### config.mk
export PLATFORM = sky130hd
export DESIGN_NAME = mac_result_serializer
export DESIGN_NICKNAME = d
export VERILOG_FILES = /design/src/rtl/mac_result_serializer.sv
export SDC_FILE = /design/constraint.sdc
export NUM_CORES = 1
export LEC_CHECK = 0
export CORE_UTILIZATION = 40
export DETAILED_ROUTE_END_ITERATION = 12
export REMOVE_ABC_BUFFERS = 1
export SLEW_MARGIN = 20
export SYNTH_ARGS = -nofsm -noshare
export SYNTH_HDL_FRONTEND = slang
export SYNTH_SLANG_ARGS = --single-unit
### constraint.sdc
create_clock -name clk -period 8.7 [get_ports clk]
set_clock_uncertainty 0.1 [all_clocks]
set_input_delay 0.87 -clock clk [delete_from_list [all_inputs] [get_ports clk]]
set_output_delay 0.87 -clock clk [all_outputs]
set_load 0.005 [all_outputs]
### src/rtl/mac_result_serializer.sv
// mac_result_serializer: takes mac_top's flattened C bank in one handshaked read, then streams it one element per cycle.
// Optional build macro MAC_SER_COL_MAJOR_EN switches emission order to column-major.
module mac_result_serializer #(
  parameter int param_M          = 4,
  parameter int param_N          = 4,
  parameter int DATA_WIDTH_FINAL = 16,
  localparam int ROW_W = (param_M > 1) ? $clog2(param_M) : 1,
  localparam int COL_W = (param_N > 1) ? $clog2(param_N) : 1
) (
  input  logic                                         clk,
  input  logic                                         rst,
  input  logic                                         mac_block2host_val,
  output logic                                         mac_block2host_rdy,
  output logic                                         mac_c_re,
  input  logic [param_M*param_N*DATA_WIDTH_FINAL-1:0]  mac_c_data_in,
  output logic                                         out_val,
  input  logic                                         out_rdy,
  output logic [DATA_WIDTH_FINAL-1:0]                  out_data,
  output logic [ROW_W-1:0]                             out_row,
  output logic [COL_W-1:0]                             out_col,
  output logic                                         out_last,
  output logic                                         busy,
  output logic                                         frame_done
);

  localparam int NUM_EL = param_M * param_N;
  localparam int CNT_W  = (NUM_EL > 1) ? $clog2(NUM_EL) : 1;

  localparam logic [ROW_W-1:0] ROW_LAST = ROW_W'(param_M - 1);
  localparam logic [COL_W-1:0] COL_LAST = COL_W'(param_N - 1);
  localparam logic [CNT_W-1:0] CNT_LAST = CNT_W'(NUM_EL - 1);

  typedef enum logic [2:0] {
    S_IDLE,
    S_READ,
    S_CAPTURE,
    S_STREAM,
    S_DONE
  } state_t;

  state_t                      state_q;
  logic [DATA_WIDTH_FINAL-1:0] buf_q [NUM_EL];
  logic [CNT_W-1:0]            cnt_q;

  logic [CNT_W-1:0]            cnt_nxt;
  logic [ROW_W-1:0]            row_nxt;
  logic [COL_W-1:0]            col_nxt;
  logic [CNT_W-1:0]            idx_nxt;

  // Position of the element that follows the one currently presented.
  always_comb begin
    // NOTE: every signal assigned here gets a default first, so no path can infer a latch.
    row_nxt = out_row;
    col_nxt = out_col;
    cnt_nxt = cnt_q + 1'b1;
`ifdef MAC_SER_COL_MAJOR_EN
    if (out_row == ROW_LAST) begin
      row_nxt = '0;
      col_nxt = out_col + 1'b1;
    end else begin
      row_nxt = out_row + 1'b1;
    end
`else
    if (out_col == COL_LAST) begin
      col_nxt = '0;
      row_nxt = out_row + 1'b1;
    end else begin
      col_nxt = out_col + 1'b1;
    end
`endif
    // Buffer stays row-major in both orders; only the walk differs.
    idx_nxt = CNT_W'(int'(row_nxt) * param_N + int'(col_nxt));
  end

  // NOTE: all state below is sequential and uses non-blocking assignments only.
  always_ff @(posedge clk) begin
    if (rst) begin
      state_q            <= S_IDLE;
      cnt_q              <= '0;
      mac_block2host_rdy <= 1'b0;
      mac_c_re           <= 1'b0;
      out_val            <= 1'b0;
      out_data           <= '0;
      out_row            <= '0;
      out_col            <= '0;
      out_last           <= 1'b0;
      busy               <= 1'b0;
      frame_done         <= 1'b0;
      // NOTE: the capture buffer is small and register-based, so clearing it on reset is cheap and intended.
      for (int i = 0; i < NUM_EL; i++) begin
        buf_q[i] <= '0;
      end
    end else begin
      case (state_q)
        S_IDLE: begin
          frame_done <= 1'b0;
          if (mac_block2host_val) begin
            state_q            <= S_READ;
            mac_block2host_rdy <= 1'b1;
            mac_c_re           <= 1'b1;
            busy               <= 1'b1;
          end
        end

        S_READ: begin
          mac_block2host_rdy <= 1'b0;
          mac_c_re           <= 1'b0;
          state_q            <= S_CAPTURE;
        end

        // mac_top read data is valid one cycle after c_re.
        S_CAPTURE: begin
          for (int i = 0; i < NUM_EL; i++) begin
            buf_q[i] <= mac_c_data_in[i*DATA_WIDTH_FINAL +: DATA_WIDTH_FINAL];
          end
          cnt_q    <= '0;
          out_val  <= 1'b1;
          out_data <= mac_c_data_in[DATA_WIDTH_FINAL-1:0];
          out_row  <= '0;
          out_col  <= '0;
          out_last <= (NUM_EL == 1);
          state_q  <= S_STREAM;
        end

        S_STREAM: begin
          if (out_rdy) begin
            if (out_last) begin
              out_val    <= 1'b0;
              out_last   <= 1'b0;
              frame_done <= 1'b1;
              state_q    <= S_DONE;
            end else begin
              cnt_q    <= cnt_nxt;
              out_row  <= row_nxt;
              out_col  <= col_nxt;
              out_data <= buf_q[idx_nxt];
              out_last <= (cnt_nxt == CNT_LAST);
            end
          end
        end

        S_DONE: begin
          frame_done <= 1'b0;
          busy       <= 1'b0;
          state_q    <= S_IDLE;
        end

        default: begin
          state_q <= S_IDLE;
        end
      endcase
    end
  end

endmodule
==> flow_metrics.env <==
export IMPL_power_density_mw_per_mm2=188
export IMPL_critPathMaxStageDelay_ns=0.79
export IMPL_area_growth_pct=30.1
export IMPL_worstMarginPinSlew_ns=1.02
export IMPL_cap_viol_max_count=0
export IMPL_vias=10300
export IMPL_cts_hold_buf=0
export IMPL_start_kind="register"
export IMPL_ff2ff_path_depth=7
export IMPL_hp_class="reg -> reg"
export IMPL_dp_hpwl_um=24500
export IMPL_portBuffers=285
export IMPL_placed_cells=1854
export IMPL_drive_gt1_frac=0.0767
export IMPL_antenna_left=0
export IMPL_die_w_um=190
export IMPL_ys_flop_type="edfxtp_1"
export IMPL_ir_drop_uv=125
export IMPL_rsz0062_at_grt="no"
export IMPL_synth_edff_count=256
export IMPL_critPathArrivalTime_ns=3.87
export IMPL_ys_seq_area_frac=0.591
export IMPL_max_slew_margin=0.316
export IMPL_crit_chain="ha_4 -> buf_4 -> and3b_1 -> nor4_1 -> o21ai_0 -> a31oi_1 -> o41ai_1"
export IMPL_yosys_area_top_type="edfxtp_1"
export IMPL_cp_max_fo=80
export IMPL_cp_startpoint="out_col[0]"
export IMPL_avgSynthCellArea_sq_um=11.7
export IMPL_grt_pass1_wl_um=58000
export IMPL_grt_pass1_vias=10000
export IMPL_ys_types=61
export IMPL_period_minus_slack_ns=3.62
export IMPL_finalPower_mw=3.44
export IMPL_cts_root_buf="clkbuf_16"
export IMPL_timing_final_max_slew_violations=0
export IMPL_fmax_ghz=0.276
export IMPL_insertion_delay_ns=0.50
export IMPL_yosysMostFrequentCell="edfxtp_1"
export IMPL_fin_cells=1918
export IMPL_rows=68
export IMPL_core_area_sq_mm=0.0346
export IMPL_synth_top_area_frac=0.545
export IMPL_clkPwrFrac=0.409
export IMPL_cts_resized=0
export IMPL_post_cts_setup_buffer_count=0
export IMPL_combPwrFrac=0.104
export IMPL_ys_top_cells_by_area="edfxtp_1, and2_1, dfxtp_1"
export IMPL_synthCells=1206
export IMPL_synth_area_sq_mm=0.0141
export IMPL_synth_seq_cells=288
export IMPL_drc_errors=0
export IMPL_cts_tree="done"
export IMPL_io_pins=286
export IMPL_async_flop_share=0
export IMPL_finalWorstSetupSlack_ns=5.08
export IMPL_synth_common_cells="edfxtp_1, and2_1, nor2b_1"
export IMPL_r2r_slack_ns=5.08
export IMPL_cp_depth=7
export IMPL_clkTransAtPathRegs_ns=0.06
export IMPL_setup_tns_ns=0
export IMPL_clk_path_buf_depth=3
export IMPL_setup_viol_count_final=0
export IMPL_status="finished clean"
export IMPL_track_usage=0.212
export IMPL_p_int_mw=2.68
export IMPL_nNetsFinal=1698
export IMPL_drt_first_pass_iters=5
export IMPL_timing_hold_violations_final=0
export IMPL_numCtsBuffers=34
export IMPL_crit_path_end_kind="register"
export IMPL_yosysWarnings=0
export IMPL_antenna_found_initial=3
export IMPL_p_leak_nw=6.56
export IMPL_dieArea_sq_mm=0.0360
export IMPL_crit_family="adder cells"
export IMPL_timing_hold_ws_ns=0.370
export IMPL_crit_type="reg -> reg"
export IMPL_power_frac_seq=0.487
export IMPL_switchingPower_mw=0.755
export IMPL_drt_iter0_markers=726
export IMPL_die_h_um=190
export IMPL_cp_endpoint="out_data[8]"
export IMPL_routed_via_density=5.37
export IMPL_grt_overflow=0
export IMPL_p_sw_frac=0.220
export IMPL_crit_buf_inv=1
export IMPL_period_share=0.416
export IMPL_cts_sinks=288
export IMPL_slowest_stage="ha_4"
export IMPL_preCtsSetupSlack_ns=5.14
export IMPL_cts_max_level=2
export IMPL_crit_required_ns=8.94
export IMPL_drt_wirelength_per_cell_um=20.0
export IMPL_grt_max_degree=95
export IMPL_rr_startpoint="out_col[0]"
export IMPL_wirelength_um=38400
export IMPL_initial_core_util=0.407
export IMPL_gp_congestion=0.814
export IMPL_reg2reg_to="out_data[8]"
==> logic make-up (layout without fill, tap and decap cells) <==
logic type               Yosys count  count (layout)  synth area share
adder cells (fa/ha/maj)            3               3           0.00266
buffers and inverters            115             369            0.0365
flip-flops                       288             288             0.591
AO/OA/AOI/OAI                    183             183            0.0904
AND/OR/NAND/NOR                  579             579             0.249
XOR/XNOR                           5               5           0.00364
other                              0               3                 0
multiplexers                      33              33            0.0265
==> stage by stage <==
step	area, sq um	utilization
after global routing	18300	0.529
after global placement	17200	0.497
after detailed placement	17200	0.497
after CTS	18300	0.529
final	18300	0.529
after floorplan	13600	-
==> worst min-delay path by stage <==
stage / start / endpoint / slack [ns] / cells past startpoint
3_5_place_dp: out_data[14] / out_data[14] / 0.36 / 1
3_3_place_gp: out_data[10] / out_data[10] / 0.35 / 1
5_1_grt: out_data[13] / out_data[13] / 0.39 / 2
2_1_floorplan: out_data[0] / out_data[0] / 0.34 / 2
6_report: out_data[14] / out_data[14] / 0.37 / 1
4_1_cts: out_data[1] / out_data[1] / 0.37 / 1
==> cell type report <==
class	count	area (sq um)
fill	2943	16300
sequential	288	8340
multi-input combinational	803	5330
timing repair buffer	297	2940
clock buffer	40	937
tap	455	569
clock inverter	21	178
inverter	11	41.3
antenna	3	7.51
==> flip-flops by register name, summed over array words and instances, names as in the netlist <==
name / flops
state_q: 3
cnt_q: 4
out_val: 1
out_last: 1
out_col: 2
frame_done: 1
out_data: 16
buf_q: 256
mac_c_re: 1
out_row: 2
busy: 1
==> per-layer routing <==
layer / track usage / up-vias / wire length, um / part of all wire
li1: - / 4925 / - / -
met3: 0.0347 / 64 / 2400 / 0.062
met5: 0 / - / 0 / 0
met1: 0.287 / 4943 / 16700 / 0.43
met2: 0.344 / 363 / 18400 / 0.48
met4: 0.0723 / 0 / 956 / 0.025
==> power by group through the flow <==
stage / Sequential, mW / Combinational (mW) / Clock [mW]
floorplan: 1.71 / 0.156 / 0
global placement: 1.70 / 0.357 / 0
detailed placement: 1.70 / 0.360 / 0
CTS: 1.68 / 0.362 / 1.44
global route: 1.69 / 0.388 / 1.48
finish: 1.68 / 0.356 / 1.41
==> cell usage in the layout, fill, tap and decap left out, types with 11 or more instances in the layout <==
master	count
nor4_1	19
nor2b_1	97
nor2_1	23
and2_1	160
a31oi_1	19
dfxtp_1	30
clkbuf_16	37
mux2i_1	16
buf_4	13
nand3_1	45
a21oi_1	40
nand4_1	13
nand3b_1	23
edfxtp_1	256
mux2_2	15
nand2_1	90
nor3b_1	11
a211oi_1	11
clkdlybuf4s50_1	284
o211ai_1	21
o21ai_0	21
and3b_1	25
Note: power is estimated with default switching activity, not from simulation.
